===== src/rtl/uart_cmd_host_if.sv =====
// Signal bundle between the UART command host and its environment:
// the command request port, the TX byte port, the RX byte port and the response outputs.
interface uart_cmd_host_if;
   logic        cmd_valid;
   logic        cmd_ready;
   logic [1:0]  cmd_type;
   logic [3:0]  cmd_addr;
   logic [7:0]  cmd_wdata;
   logic [7:0]  cmd_op_a;
   logic [7:0]  cmd_op_b;
   logic [3:0]  cmd_fun;
   logic [7:0]  TX_P_DATA;
   logic        TX_D_VLD;
   logic        TX_READY;
   logic [7:0]  RX_P_DATA;
   logic        RX_D_VLD;
   logic        rsp_valid;
   logic [15:0] rsp_data;
   logic        rsp_timeout;
   logic        stray_rx;

   modport slave (
      input  cmd_valid, cmd_type, cmd_addr, cmd_wdata, cmd_op_a, cmd_op_b, cmd_fun,
      input  TX_READY, RX_P_DATA, RX_D_VLD,
      output cmd_ready, TX_P_DATA, TX_D_VLD, rsp_valid, rsp_data, rsp_timeout, stray_rx
   );

   modport master (
      output cmd_valid, cmd_type, cmd_addr, cmd_wdata, cmd_op_a, cmd_op_b, cmd_fun,
      output TX_READY, RX_P_DATA, RX_D_VLD,
      input  cmd_ready, TX_P_DATA, TX_D_VLD, rsp_valid, rsp_data, rsp_timeout, stray_rx
   );
endinterface


===== src/rtl/uart_cmd_host.sv =====
// Host-side UART command master: serialises one captured command into frame bytes,
// then collects the response bytes (LSB first) or reports a timeout.
module uart_cmd_host #(
   parameter int unsigned TIMEOUT_CYCLES = 65535
) (
   input  logic           CLK,
   input  logic           RST,
   uart_cmd_host_if.slave bus
);
   typedef enum logic [1:0] {IDLE = 2'd0, SEND = 2'd1, WAIT_RSP = 2'd2, DONE = 2'd3} state_e;

   localparam logic [15:0] TMO_LAST = 16'(TIMEOUT_CYCLES - 1);

   function automatic logic [7:0] frame_byte(input logic [1:0] t, input logic [1:0] idx,
                                             input logic [3:0] addr, input logic [7:0] wdata,
                                             input logic [7:0] op_a, input logic [7:0] op_b,
                                             input logic [3:0] fun);
      logic [7:0] b;
      b = 8'h00;
      case ({t, idx})
         4'b00_00: b = 8'hAA;
         4'b00_01: b = {4'h0, addr};
         4'b00_10: b = wdata;
         4'b01_00: b = 8'hBB;
         4'b01_01: b = {4'h0, addr};
         4'b10_00: b = 8'hCC;
         4'b10_01: b = op_a;
         4'b10_10: b = op_b;
         4'b10_11: b = {4'h0, fun};
         4'b11_00: b = 8'hDD;
         4'b11_01: b = {4'h0, fun};
         default:  b = 8'h00;
      endcase
      return b;
   endfunction

   function automatic logic [1:0] last_tx_idx(input logic [1:0] t);
      case (t)
         2'd0:    return 2'd2;
         2'd1:    return 2'd1;
         2'd2:    return 2'd3;
         default: return 2'd1;
      endcase
   endfunction

   function automatic logic [1:0] rx_need(input logic [1:0] t);
      case (t)
         2'd0:    return 2'd0;
         2'd1:    return 2'd1;
         default: return 2'd2;
      endcase
   endfunction

   state_e      state_q, state_d;
   logic [1:0]  type_q, type_d;
   logic [3:0]  addr_q, addr_d;
   logic [7:0]  wdata_q, wdata_d;
   logic [7:0]  op_a_q, op_a_d;
   logic [7:0]  op_b_q, op_b_d;
   logic [3:0]  fun_q, fun_d;
   logic [1:0]  byte_idx_q, byte_idx_d;
   logic [1:0]  rx_idx_q, rx_idx_d;
   logic [15:0] tmo_cnt_q, tmo_cnt_d;
   logic [15:0] rsp_data_q, rsp_data_d;
   logic        rsp_valid_q, rsp_valid_d;
   logic        rsp_timeout_q, rsp_timeout_d;
   logic        stray_q, stray_d;
   logic        tx_vld_q, tx_vld_d;
   logic [7:0]  tx_data_q, tx_data_d;
   logic        cmd_ready_q, cmd_ready_d;

   // Next-state and output computation for the command sequencer.
   always_comb begin
      state_d       = state_q;
      type_d        = type_q;
      addr_d        = addr_q;
      wdata_d       = wdata_q;
      op_a_d        = op_a_q;
      op_b_d        = op_b_q;
      fun_d         = fun_q;
      byte_idx_d    = byte_idx_q;
      rx_idx_d      = rx_idx_q;
      tmo_cnt_d     = tmo_cnt_q;
      rsp_data_d    = rsp_data_q;
      tx_vld_d      = tx_vld_q;
      tx_data_d     = tx_data_q;
      rsp_timeout_d = 1'b0;
      case (state_q)
         IDLE: begin
            if (bus.cmd_valid && cmd_ready_q) begin
               type_d     = bus.cmd_type;
               addr_d     = bus.cmd_addr;
               wdata_d    = bus.cmd_wdata;
               op_a_d     = bus.cmd_op_a;
               op_b_d     = bus.cmd_op_b;
               fun_d      = bus.cmd_fun;
               byte_idx_d = 2'd0;
               rsp_data_d = 16'h0000;
               tx_vld_d   = 1'b1;
               tx_data_d  = frame_byte(bus.cmd_type, 2'd0, bus.cmd_addr, bus.cmd_wdata,
                                       bus.cmd_op_a, bus.cmd_op_b, bus.cmd_fun);
               state_d    = SEND;
            end else begin
               state_d = IDLE;
            end
         end
         SEND: begin
            if (bus.TX_READY) begin
               if (byte_idx_q == last_tx_idx(type_q)) begin
                  tx_vld_d  = 1'b0;
                  tmo_cnt_d = 16'h0000;
                  rx_idx_d  = 2'd0;
                  state_d   = (rx_need(type_q) == 2'd0) ? DONE : WAIT_RSP;
               end else begin
                  byte_idx_d = byte_idx_q + 2'd1;
                  tx_data_d  = frame_byte(type_q, byte_idx_q + 2'd1, addr_q, wdata_q,
                                          op_a_q, op_b_q, fun_q);
               end
            end else begin
               state_d = SEND;
            end
         end
         WAIT_RSP: begin
            // A byte arriving on the expiry cycle takes priority over the timeout.
            if (bus.RX_D_VLD) begin
               tmo_cnt_d = 16'h0000;
               if (rx_idx_q == 2'd0) begin
                  rsp_data_d[7:0] = bus.RX_P_DATA;
               end else begin
                  rsp_data_d[15:8] = bus.RX_P_DATA;
               end
               if ((rx_idx_q + 2'd1) == rx_need(type_q)) begin
                  state_d = DONE;
               end else begin
                  rx_idx_d = rx_idx_q + 2'd1;
               end
            end else if (tmo_cnt_q == TMO_LAST) begin
               rsp_timeout_d = 1'b1;
               state_d       = DONE;
            end else begin
               tmo_cnt_d = tmo_cnt_q + 16'd1;
            end
         end
         DONE: begin
            state_d = IDLE;
         end
         default: begin
            state_d = IDLE;
         end
      endcase
      rsp_valid_d = (state_d == DONE);
      cmd_ready_d = (state_d == IDLE);
      stray_d     = bus.RX_D_VLD && (state_q != WAIT_RSP);
   end

   // State and registered-output update with synchronous active-low reset.
   always_ff @(posedge CLK) begin
      if (!RST) begin
         state_q       <= IDLE;
         type_q        <= 2'd0;
         addr_q        <= 4'h0;
         wdata_q       <= 8'h00;
         op_a_q        <= 8'h00;
         op_b_q        <= 8'h00;
         fun_q         <= 4'h0;
         byte_idx_q    <= 2'd0;
         rx_idx_q      <= 2'd0;
         tmo_cnt_q     <= 16'h0000;
         rsp_data_q    <= 16'h0000;
         rsp_valid_q   <= 1'b0;
         rsp_timeout_q <= 1'b0;
         stray_q       <= 1'b0;
         tx_vld_q      <= 1'b0;
         tx_data_q     <= 8'h00;
         cmd_ready_q   <= 1'b1;
      end else begin
         state_q       <= state_d;
         type_q        <= type_d;
         addr_q        <= addr_d;
         wdata_q       <= wdata_d;
         op_a_q        <= op_a_d;
         op_b_q        <= op_b_d;
         fun_q         <= fun_d;
         byte_idx_q    <= byte_idx_d;
         rx_idx_q      <= rx_idx_d;
         tmo_cnt_q     <= tmo_cnt_d;
         rsp_data_q    <= rsp_data_d;
         rsp_valid_q   <= rsp_valid_d;
         rsp_timeout_q <= rsp_timeout_d;
         stray_q       <= stray_d;
         tx_vld_q      <= tx_vld_d;
         tx_data_q     <= tx_data_d;
         cmd_ready_q   <= cmd_ready_d;
      end
   end

   assign bus.cmd_ready   = cmd_ready_q;
   assign bus.TX_D_VLD    = tx_vld_q;
   assign bus.TX_P_DATA   = tx_data_q;
   assign bus.rsp_valid   = rsp_valid_q;
   assign bus.rsp_data    = rsp_data_q;
   assign bus.rsp_timeout = rsp_timeout_q;
   assign bus.stray_rx    = stray_q;
endmodule

===== src/flat_wrapper.sv =====
// flat-port wrapper written by rule: the top's interface ports become plain ports
module uart_cmd_host_flat 
#(
   parameter int unsigned TIMEOUT_CYCLES = 65535
)
  (CLK, RST, bus_cmd_valid, bus_cmd_type, bus_cmd_addr, bus_cmd_wdata, bus_cmd_op_a, bus_cmd_op_b, bus_cmd_fun, bus_TX_READY, bus_RX_P_DATA, bus_RX_D_VLD, bus_cmd_ready, bus_TX_P_DATA, bus_TX_D_VLD, bus_rsp_valid, bus_rsp_data, bus_rsp_timeout, bus_stray_rx);
  uart_cmd_host_if bus_i ();
  input  logic CLK;
  input  logic RST;
  input wire logic [$bits(bus_i.cmd_valid)-1:0] bus_cmd_valid;
  input wire logic [$bits(bus_i.cmd_type)-1:0] bus_cmd_type;
  input wire logic [$bits(bus_i.cmd_addr)-1:0] bus_cmd_addr;
  input wire logic [$bits(bus_i.cmd_wdata)-1:0] bus_cmd_wdata;
  input wire logic [$bits(bus_i.cmd_op_a)-1:0] bus_cmd_op_a;
  input wire logic [$bits(bus_i.cmd_op_b)-1:0] bus_cmd_op_b;
  input wire logic [$bits(bus_i.cmd_fun)-1:0] bus_cmd_fun;
  input wire logic [$bits(bus_i.TX_READY)-1:0] bus_TX_READY;
  input wire logic [$bits(bus_i.RX_P_DATA)-1:0] bus_RX_P_DATA;
  input wire logic [$bits(bus_i.RX_D_VLD)-1:0] bus_RX_D_VLD;
  output wire logic [$bits(bus_i.cmd_ready)-1:0] bus_cmd_ready;
  output wire logic [$bits(bus_i.TX_P_DATA)-1:0] bus_TX_P_DATA;
  output wire logic [$bits(bus_i.TX_D_VLD)-1:0] bus_TX_D_VLD;
  output wire logic [$bits(bus_i.rsp_valid)-1:0] bus_rsp_valid;
  output wire logic [$bits(bus_i.rsp_data)-1:0] bus_rsp_data;
  output wire logic [$bits(bus_i.rsp_timeout)-1:0] bus_rsp_timeout;
  output wire logic [$bits(bus_i.stray_rx)-1:0] bus_stray_rx;
  assign bus_i.cmd_valid = bus_cmd_valid;
  assign bus_i.cmd_type = bus_cmd_type;
  assign bus_i.cmd_addr = bus_cmd_addr;
  assign bus_i.cmd_wdata = bus_cmd_wdata;
  assign bus_i.cmd_op_a = bus_cmd_op_a;
  assign bus_i.cmd_op_b = bus_cmd_op_b;
  assign bus_i.cmd_fun = bus_cmd_fun;
  assign bus_i.TX_READY = bus_TX_READY;
  assign bus_i.RX_P_DATA = bus_RX_P_DATA;
  assign bus_i.RX_D_VLD = bus_RX_D_VLD;
  assign bus_cmd_ready = bus_i.cmd_ready;
  assign bus_TX_P_DATA = bus_i.TX_P_DATA;
  assign bus_TX_D_VLD = bus_i.TX_D_VLD;
  assign bus_rsp_valid = bus_i.rsp_valid;
  assign bus_rsp_data = bus_i.rsp_data;
  assign bus_rsp_timeout = bus_i.rsp_timeout;
  assign bus_stray_rx = bus_i.stray_rx;
  uart_cmd_host #(.TIMEOUT_CYCLES(TIMEOUT_CYCLES)) u_core (.CLK(CLK), .RST(RST), .bus(bus_i));
endmodule

===== config.mk =====
export PLATFORM = sky130hd
export DESIGN_NAME = uart_cmd_host_flat
export DESIGN_NICKNAME = d
export VERILOG_FILES = /design/src/rtl/uart_cmd_host_if.sv /design/src/rtl/uart_cmd_host.sv /design/src/flat_wrapper.sv
export SDC_FILE = /design/constraint.sdc
export NUM_CORES = 1
export LEC_CHECK = 0
export BUFFER_PORTS_ARGS = -buffer_cell sky130_fd_sc_hd__buf_4
export CORE_MARGIN = 1.5
export CORE_UTILIZATION = 32
export DETAILED_ROUTE_END_ITERATION = 7
export GPL_ROUTABILITY_DRIVEN = 0
export PLACE_DENSITY = 0.6
export SYNTH_ARGS = -nofsm -noshare
export SYNTH_HDL_FRONTEND = slang
export SYNTH_SLANG_ARGS = --single-unit

===== constraint.sdc =====
create_clock -name CLK -period 2.4 [get_ports CLK]
set_input_delay 0.72 -clock CLK [delete_from_list [all_inputs] [get_ports CLK]]
set_output_delay 0.72 -clock CLK [all_outputs]
set_load 0.01 [all_outputs]

# == After elaboration in Yosys (flattened, before gate mapping) ==
# Index checks and enable logic that the tools add are counted.
# totals
output_inout_bits,29
in_bits,47
regBits,85
# classes
eq_ne,32
n_reduce_logical,22
n_addsub,3
bitwise_logic,2
mux,47
# op_table
operator,n
$mux 16,6
$pmux 8 s9,1
$pmux 16 s2,2
$mux 8,5
$mux 2,19
$pmux 8 s4,1
$eq 4x4->1 const B,6
$reduce_and 4->1,5
$add 16x1->16 const B,1
$eq 16x16->1 const B,1
$pmux 2 s2,4
$pmux 8 s2,1
$eq 2x2->1 const B,6
$logic_not 2->1,6
$ne 2x2->1 const B,6
$eq 4x3->1 const B,2
$pmux 2 s4,1
$eq 2x1->1 const B,3
$mux 1,6
$ne 2x1->1 const B,3
$reduce_bool 2->1,3
$reduce_and 5->1,1
$add 2x1->2 const B,2
$eq 2x2->1,2
10 further kinds,13

# == Logic depth before layout (Yosys ltp) ==
# Gate-level depths: netlist (run 1).
# logic_depth
word_depth,14
mapped_depth,9
mapped_depth_nobuf,7

# == Worst setup path before layout (run 1) ==
# No wires, ideal clock.
# synth_path
path_kind,register -> register
startpoint,register u_core.state_q[0]
endpoint,register u_core.tmo_cnt_q[1]
required_ps,2330
synth_period_minus_slack_ps,1958
path_slack_ps,442
t_arrival_ps,1888
path_stages_with_launch,10
setup_time_ps,70
path_buffers,2
cell_sequence,dfxtp_1 > inv_1 > ha_1 > buf_4 > nor2b_1 > nand4_1 > o211ai_4 > buf_6 > or3b_1 > a21oi_1
# synth_via
elab_chain_cells,3
word_cells_on_any_way,8
# synth_lines
element,line_no,text
"start, declared",uart_cmd_host.sv:54,"state_e state_q, state_d;"
"start signal, assigned",uart_cmd_host.sv:177,state_q <= state_d;
$eq 2x2->1 / $eq 2x1->1 (equally long branches),uart_cmd_host.sv:88,case (state_q)
$ne 3x3->1 (no source line) (tied with other cells),-,
$reduce_and 4->1 (no source line),-,
"end signal, assigned",uart_cmd_host.sv:186,tmo_cnt_q <= tmo_cnt_d;
"end, declared",uart_cmd_host.sv:63,"logic [15:0] tmo_cnt_q, tmo_cnt_d;"
# Several ways; a longest one is shown, not always the timed one.
# A chain may end at the register's enable or synchronous reset.

# == Final worst setup path (run 1) ==
# layout_path
startpoint,register u_core.byte_idx_q[0]
endpoint,"register u_core.tx_data_q[0], in the netlist u_core.bus.TX_P_DATA[0]"
# layout_via
elab_chain_cells,7
word_cells_on_any_way,21
# layout_lines
element,line_no,text
"start, declared",uart_cmd_host.sv:61,"logic [1:0] byte_idx_q, byte_idx_d;"
"start signal, assigned",uart_cmd_host.sv:184,byte_idx_q <= byte_idx_d;
$add 2x1->2,uart_cmd_host.sv:116,"tx_data_d = frame_byte(type_q, byte_idx_q + 2'd1, addr_q, wdata_q,"
$eq 4x4->1 (tied with other cells),uart_cmd_host.sv:20,"case ({t, idx})"
$reduce_or 2->1 (no source line),-,
$pmux 8 s9,uart_cmd_host.sv:20,
$mux 8,uart_cmd_host.sv:109,if (byte_idx_q == last_tx_idx(type_q)) begin
$mux 8,uart_cmd_host.sv:108,if (bus.TX_READY) begin
$pmux 8 s2,uart_cmd_host.sv:88,
"end signal, assigned",uart_cmd_host.sv:192,tx_data_q <= tx_data_d;
"end, declared",uart_cmd_host.sv:69,"logic [7:0] tx_data_q, tx_data_d;"
# Several ways; a longest one is shown, not always the timed one. The select of a mux whose other input is x is not followed.

==> results of run 1 <==
[placed cells by master (no fill, tap or decap), types with 4 or more instances in the layout]
cell type and n:
and2_1 9, inv_1 15, ha_1 11, a21oi_1 58, nand3b_1 4, dfxtp_1 85
buf_4 90, o31ai_1 5, o21ai_0 21, or3_1 7, xor2_1 5, nor2_1 37
a22oi_1 8, clkbuf_16 9, nor2b_1 5, nand4_1 7, nand2b_1 4, mux2i_1 19
mux2_2 4, nand2_1 85, nand3_1 11
[path summary, 6_finish.rpt]
kind / slack [ps] / startpoint / end
worst min-delay path: 460 / u_core.op_b_q[5] / u_core.op_b_q[5]
worst min register to register: 460 / u_core.op_b_q[5] / u_core.op_b_q[5]
worst max-delay path: 290 / u_core.byte_idx_q[0] / u_core.bus.TX_P_DATA[0]
worst max register to register: 290 / u_core.byte_idx_q[0] / u_core.bus.TX_P_DATA[0]
[kinds of logic (layout without fill, tap and decap cells)]
| logic type | Yosys count | count (layout) | share of synthesized area, % |
|---|---|---|---|
| adder cells (fa/ha/maj) | 11 | 11 | 3.42 |
| AND/OR/NAND/NOR | 188 | 188 | 22.2 |
| XOR/XNOR | 8 | 8 | 1.93 |
| buffers and inverters | 43 | 121 | 4.60 |
| AO/OA/AOI/OAI | 124 | 124 | 19.7 |
| flip-flops | 85 | 85 | 42.2 |
| multiplexers | 23 | 23 | 5.84 |
[cell type report]
| class | count | area (µm²) | share of cell area [%] |
|---|---|---|---|
| Tap cell | 168 | 210 | 4.14 |
| Multi-Input combinational cell | 354 | 2140 | 42.2 |
| Sequential cell | 85 | 1700 | 33.5 |
| Inverter | 16 | 60.1 | 1.18 |
| Timing Repair Buffer | 90 | 676 | 13.3 |
| Clock buffer | 9 | 225 | 4.43 |
| Clock inverter | 6 | 65.1 | 1.28 |
[report_power, final]
part / internal [W] / switching (W)
sequential: 0.00147 / 0.0000452
combinational: 0.000197 / 0.000233
clock: 0.000800 / 0.000545
[registers in the layout (all words and copies together) (netlist names), 2 cells and up]
register,cells
u_core.bus.rsp_data,16
u_core.tmo_cnt_q,16
u_core.bus.TX_P_DATA,8
u_core.op_a_q,8
u_core.op_b_q,8
u_core.wdata_q,8
u_core.addr_q,4
u_core.fun_q,4
u_core.byte_idx_q,2
u_core.rx_idx_q,2
u_core.state_q,2
u_core.type_q,2
[worst max-delay path: cells and delay by family, from the launching register on]
kind	cells	cell delay [ps]
adder cells (fa/ha/maj)	1	490
AO/OA/AOI/OAI	3	460
multiplexers	1	140
buffers and inverters	1	160
flip-flops	1	410
AND/OR/NAND/NOR	1	370
[layer usage]
metal	vias up	GRT usage (%)	wire [µm]
li1	1830	-	-
met1	1687	20.5	4790
met2	89	25.0	4560
met3	12	3.85	542
met4	0	5.27	160
met5	-	0	0
[stage by stage]
stage	total power [W]	cells	hold slack, ps	util (%)	worst slack [ps]
3_5_place_dp	0.00198	713	447	39.4	132
5_1_grt	0.00344	728	471	41.8	59.1
6_report	0.00329	728	455	41.8	294
2_1_floorplan	0.00179	482	432	-	442
3_3_place_gp	0.00197	713	444	39.4	143
4_1_cts	0.00334	728	456	41.8	301
==> results.toml, run 1 <==
[sta]
worst_slew_pin_slew_ps = 515
clock_skew_ps = 9.89
fin_crit_sh_pct = 87.7
fin_crit_ps = 2110
rsz0062_at_grt = "no"
clock.fmax_mhz = 475
tns_ps = 0
max_slew_margin_pct = 65.7
slew_violations = 0
hold_violations = 0
setup_violations = 0

[setup_path]
end_kind = "register"
startpoint_type = "register"
path_class = "register to register"
critPathArrivalTime_ps = 2360
required_ps = 2660
cpMaxStageDelayCell = "ha_1"
crit_chain = "inv_1 > ha_1 > mux2i_1 > nor2b_1 > a22oi_1 > a21o_1 > a21oi_1"
worstPathMaxFanout = 12
reg2reg_depth = 7
cpPeakStageDelay_ps = 490

[die]
row_count = 40
start_util_pct = 33.1
die_y_um = 115
die_area_um2 = 13300
die_w_um = 115
design.core.area_um2 = 12200
ioPinCount = 76

[job]
maxCapViolations = 0

[synthesis]
async_flop_share_pct = 0
yosysSeqAreaShare_pct = 42.2
synth_area_um2 = 4030
ys_seq_elements = 85
synth_top_area_share_pct = 42.2
synth_nets = 540
synth_area_leader_cell = "dfxtp_1"
ys_warn_count = 0
synthFlopType = "dfxtp_1"
synth.cells.most_frequent = "dfxtp_1 (85), nand2_1 (85), a21oi_1 (58), nor2_1 (37), clkbuf_1 (22)"
synth.distinct_cells = 63
postSynthAreaPerCell_um2 = 8.36
synth_area_leaders = "dfxtp_1 (42%), nand2_1 (7.9%), a21oi_1 (7.2%), mux2i_1 (4.7%), nor2_1 (3.4%)"
synth_edf_count = 0
syn_inst = 482

[placement]
dp_hpwl_um = 7180
postPlaceCellArea_um2 = 4790
port_buffers = 75

[clocking]
clock-sinks = 85
cts_buffers = 9
cts_htree_levels = 3
postCtsSetupBuffers = 0
clk_latency_ps = 330
cts-resized-gates = 0
clockBufferDepth = 2
cts_tree = "done"
cts.reportedPaths.clkPinSlew_ps = 60
hold_buffers = 0
root_buffer = "clkbuf_16"

[final_layout]
final_net_count = 614
postLayoutCellArea_um2 = 5080
diodes = 0
area_growth_pct = 26.1
nFillCells = 1224
drive_gt1_share_pct = 22.5

[route]
via_per_inst = 4.97
wl_per_cell_um = 13.8
first_pass_iters = 4
drtIter0Drc = 179
post-route-drc-count = 0
ant_nets = 0
dr_total_vias = 3618
drt_wl_total_um = 10100

[grt]
grt_pass1_vias = 3417
grtUsageTotal_pct = 15.6
grt_pass1_wl_um = 16500
grt_max_degree = 39
antenna_found_initial = 0
grt-ovfl-total = 0

[worst_hold_path]
hold_path.class = "register to register"
hold_depth = 2

[power]
leakage_nw = 1.98
power.density_nw_per_um2 = 648
peakVddDrop_uv = 373

[run_status]
status = "finished clean"
No activity file was read; power rests on OpenSTA's default activity.
==> inputs of run 2 (changes only) <==
--- a/config.mk
+++ b/config.mk
@@ -8,9 +8,11 @@
 export BUFFER_PORTS_ARGS = -buffer_cell sky130_fd_sc_hd__buf_4
 export CORE_MARGIN = 1.5
 export CORE_UTILIZATION = 32
+export CTS_CLUSTER_DIAMETER = 100
 export DETAILED_ROUTE_END_ITERATION = 7
 export GPL_ROUTABILITY_DRIVEN = 0
 export PLACE_DENSITY = 0.6
+export REMOVE_ABC_BUFFERS = 1
 export SYNTH_ARGS = -nofsm -noshare
 export SYNTH_HDL_FRONTEND = slang
 export SYNTH_SLANG_ARGS = --single-unit
==> run 2 against run 1 <==
Setup slack improved by 3.5 ps. Largest power group unchanged. Combinational power fell by 0.9%. Sequential cell count did not move. Critical path type unchanged. Via count fell by 0.80%. Utilization barely moved. Fmax rose by 0.17%. Sequential power barely moved. Critical path depth did not move. Sequential share of layout area barely moved. Total power rose by 0.49%.
==> results.toml, run 2 (same netlist as run 1, synthesis figures left out) <==
[sta]
max_slew_margin_pct = 65.4
tns_ps = 0
clock_skew_ps = 6.34
hold_violations = 0
worst_slew_pin_slew_ps = 520
clock.fmax_mhz = 476
fin_crit_ps = 2100
setup_violations = 0
fin_crit_sh_pct = 87.6
hold_slack_ps = 450
slew_violations = 0
rsz0062_at_grt = "no"

[clocking]
cts.reportedPaths.clkPinSlew_ps = 60
cts_buffers = 9
root_buffer = "clkbuf_16"
hold_buffers = 0
cts-resized-gates = 0
postCtsSetupBuffers = 0
clock-sinks = 85
cts_htree_levels = 3
clk_latency_ps = 340
cts_tree = "done"
clockBufferDepth = 2

[power]
combPwrFrac_pct = 12.9
leakage_nw = 1.98
p_seq_share_pct = 45.7
power_switching_w = 0.000873
power.density_nw_per_um2 = 651
internal-power_w = 0.00244
clock_power_share_pct = 41.4
sw_frac_of_total_pct = 26.4
peakVddDrop_uv = 333

[setup_path]
cpMaxStageDelayCell = "or4_1"
path_class = "register to register"
critPathArrivalTime_ps = 2370
end_kind = "register"
cpPeakStageDelay_ps = 500
worstPathMaxFanout = 13
required_ps = 2670
startpoint_type = "register"
cpMostUsedCell = "inv_1"
crit_chain = "inv_1 > ha_1 > inv_1 > a311o_2 > o211ai_4 > or4_1 > a21oi_1"

[route]
dr_total_vias = 3589
drt_wl_total_um = 10000
wl_per_cell_um = 13.7
ant_nets = 0
drtIter0Drc = 150
highest_layer = "met4"
first_pass_iters = 4
via_per_inst = 4.92
route.met2.wl_um = 4850
route.met3.wl_um = 361
post-route-drc-count = 0
wl_met1_um = 4690

[placement]
dp_hpwl_um = 7030
port_buffers = 75

[job]
maxCapViolations = 0

[die]
die_area_um2 = 13300
row_count = 40
die_y_um = 115
design.core.area_um2 = 12200
die_w_um = 115
ioPinCount = 76
start_util_pct = 33.1

[final_layout]
final_cell_mix = "buf_4 (90), nand2_1 (85), dfxtp_1 (85)"
diodes = 0
area_growth_pct = 26.2
final_net_count = 614
drive_gt1_share_pct = 22.6
final_common_cell = "buf_4"
nFillCells = 1216

[worst_hold_path]
hold_path.class = "register to register"

[grt]
grt_pass1_wl_um = 16800
grt-ovfl-total = 0
grt_max_degree = 36
grtUsageTotal_pct = 15.9
grt_pass1_vias = 3547
antenna_found_initial = 0

[run_status]
status = "finished clean"
[run 2: layout make-up]
cell class / count / area, µm² / area share (%)
tap: 168 / 210 / 4.13
clock inverter: 5 / 42.5 / 0.837
timing repair buffer: 90 / 676 / 13.3
clock buffer: 11 / 253 / 4.97
sequential: 85 / 1700 / 33.5
inverter: 16 / 60.1 / 1.18
multi-input combinational: 354 / 2140 / 42.1
[run 2: worst max-delay path: cells and delay by family, from the launching register on]
| kind | cells | cell delay (ps) |
|---|---|---|
| buf+inv | 2 | 280 |
| flops | 1 | 380 |
| fa+ha+maj | 1 | 280 |
| simple gates | 1 | 500 |
| compound gates | 3 | 590 |
[run 2: per-layer routing]
layer	track usage [%]	vias to the layer above
li1	-	1833
met1	20.2	1684
met2	26.9	64
met3	3.32	8
met4	5.27	0
met5	0	-
[run 2: power by group through the flow]
stage | sequential, W | clock [W] | combinational, W
after floorplan | 0.00155 | 0 | 0.000226
after global routing | 0.00152 | 0.00146 | 0.000475
after global placement | 0.00154 | 0 | 0.000421
after CTS | 0.00151 | 0.00141 | 0.000430
after detailed placement | 0.00155 | 0 | 0.000428
final | 0.00151 | 0.00137 | 0.000426
[run 2: worst paths after layout]
check	slack, ps	startpoint	cells after the start	to
setup / recovery	300	u_core.state_q[1]	7	u_core.tmo_cnt_q[5]
hold / removal	450	u_core.wdata_q[4]	2	u_core.wdata_q[4]
setup reg to reg	300	u_core.state_q[1]	7	u_core.tmo_cnt_q[5]
hold reg to reg	450	u_core.wdata_q[4]	2	u_core.wdata_q[4]
[run 2: per-stage QoR]
step           total power, W  instances  worst slack, ps  cell area [µm²]  utilization (%)
2_1_floorplan         0.00178        455              281             3900                -
3_3_place_gp          0.00196        713              294             4790             39.4
3_5_place_dp          0.00197        713              253             4790             39.4
4_1_cts               0.00335        729              308             5080             41.8
5_1_grt               0.00346        729              150             5080             41.8
6_report              0.00331        729              298             5080             41.8
==> inputs of run 3 (changes only) <==
--- a/config.mk
+++ b/config.mk
@@ -11,7 +11,7 @@
 export CTS_CLUSTER_DIAMETER = 100
 export DETAILED_ROUTE_END_ITERATION = 7
 export GPL_ROUTABILITY_DRIVEN = 0
-export PLACE_DENSITY = 0.6
+export PLACE_DENSITY_LB_ADDON = 0.12
 export REMOVE_ABC_BUFFERS = 1
 export SYNTH_ARGS = -nofsm -noshare
 export SYNTH_HDL_FRONTEND = slang
==> run 3 against run 2 <==
Routed wire length shrank 0.27%. Worst hold slack gained 2.6 ps. Global-route usage grew 0.058 points. Final cell count shrank 0.14%. Via count shrank 1.1%. Clock skew shrank 1.0 ps. Critical path type unchanged.
==> results.toml, run 3 (same netlist as run 1, synthesis figures left out) <==
[sta]
fin_crit_sh_pct = 89.3
clock.fmax_mhz = 467
hold_violations = 0
final.setup.worst_slack_ps = 256
clock_skew_ps = 5.31
setup_violations = 0
worst_slew_pin_slew_ps = 495
rsz0062_at_grt = "no"
max_slew_margin_pct = 67.0
tns_ps = 0
slew_violations = 0
fin_crit_ps = 2140

[route]
ant_nets = 0
wl_per_cell_um = 13.7
dr_total_vias = 3548
drtIter0Drc = 143
first_pass_iters = 5
post-route-drc-count = 0
via_per_inst = 4.87
drt_wl_total_um = 9980

[die]
start_util_pct = 33.1
row_count = 40
ioPinCount = 76
design.core.area_um2 = 12200
die_area_um2 = 13300
die_w_um = 115
die_y_um = 115

[final_layout]
final_cell_mix = "buf_4 (88), nand2_1 (85), dfxtp_1 (85)"
drive_gt1_share_pct = 22.5
area_growth_pct = 26.7
diodes = 0
nFillCells = 1228
final_common_cell = "buf_4"
postLayoutCellArea_um2 = 5100
final_net_count = 613

[setup_path]
end_kind = "register"
rrSetupSlack_ps = 260
required_ps = 2670
r2r_start = "u_core.state_q[1]"
startpoint_type = "register"
critPathArrivalTime_ps = 2410
reg2reg_depth = 7
r2r-end = "u_core.tmo_cnt_q[7]"
path_class = "register to register"
worstPathMaxFanout = 13

[clocking]
clk_latency_ps = 340
cts_buffers = 9
clockBufferDepth = 2
postCtsSetupBuffers = 0
root_buffer = "clkbuf_16"
clock-sinks = 85
cts_tree = "done"
cts.reportedPaths.clkPinSlew_ps = 60
cts_htree_levels = 3
cts-resized-gates = 0
hold_buffers = 0

[run_status]
status = "finished clean"

[grt]
grt_pass1_wl_um = 16600
grt-ovfl-total = 0
grt_pass1_vias = 3404
grt_max_degree = 55
antenna_found_initial = 0
grtUsageTotal_pct = 15.9

[placement]
port_buffers = 75
postPlaceCellArea_um2 = 4790
dp_hpwl_um = 6920
dpl_worst_slack_ps = 101

[power]
leakage_nw = 2.00
peakVddDrop_uv = 354
power.density_nw_per_um2 = 664

[worst_hold_path]
min-delay-start = "u_core.op_a_q[7]"
min_to = "u_core.op_a_q[7]"
hold_depth = 2
hold_path.class = "register to register"

[job]
maxCapViolations = 0
==> run 3: cell count changes in the layout (fill, tap and decap cells not counted) <==
cell        delta
clkinv_2       +3
buf_4          -2
clkinv_4       -2
inv_6          -2
buf_12         +1
bufinv_16      +1
clkbuf_8       +1
clkinvlp_4     -1
==> run 3: how the worst max path moves through the flow <==
stage | slack [ps] | startpoint | depth (start not counted) | endpoint
floorplan | 280 | u_core.state_q[0] | 7 | u_core.tmo_cnt_q[1]
global placement | 130 | bus_RX_D_VLD | 6 | u_core.tmo_cnt_q[1]
detailed placement | 100 | bus_RX_D_VLD | 6 | u_core.tmo_cnt_q[1]
CTS | 250 | u_core.state_q[1] | 7 | u_core.tmo_cnt_q[7]
global route | 60 | u_core.state_q[1] | 7 | u_core.tmo_cnt_q[5]
finish | 260 | u_core.state_q[1] | 7 | u_core.tmo_cnt_q[7]
==> run 3: layer usage <==
layer	GRT usage [%]	wire length (µm)	vias up	part of all wire [%]
met2	24.8	4540	52	45
met5	0	0	-	0
met3	4.32	391	9	3.9
met4	5.19	147	0	1.5
met1	21.5	4910	1655	49
li1	-	-	1832	-
==> run 3: where the power goes <==
| group | internal [W] | switching (W) |
|---|---|---|
| logic | 0.000197 | 0.000233 |
| registers | 0.00147 | 0.0000395 |
| clock network | 0.000886 | 0.000562 |
==> run 3: metrics by stage <==
stage	hold WS (ps)	utilization, %	power, W	std cells
6_report	453	42.0	0.00339	728
5_1_grt	474	42.0	0.00355	728
4_1_cts	455	42.0	0.00343	728
3_5_place_dp	447	39.4	0.00198	712
3_3_place_gp	442	39.4	0.00197	712
2_1_floorplan	432	-	0.00178	455
==> run 3: critical path, stage by stage, from the launching register on <==
cell and delay [ps]:
dfxtp_1 380, inv_1 80, ha_1 290, inv_1 200
a311o_2 280, o211ai_4 180, or4_1 500, a21oi_1 160
==> run 3: layout make-up <==
cell class | instances | area (µm²) | area share (%)
multi-input cells | 354 | 2140 | 41.9
flip-flops and latches | 85 | 1700 | 33.3
repair buffers | 89 | 681 | 13.3
clock buffers | 12 | 267 | 5.22
well taps | 168 | 210 | 4.12
inverters | 16 | 60.1 | 1.18
clock inverters | 4 | 45.0 | 0.882
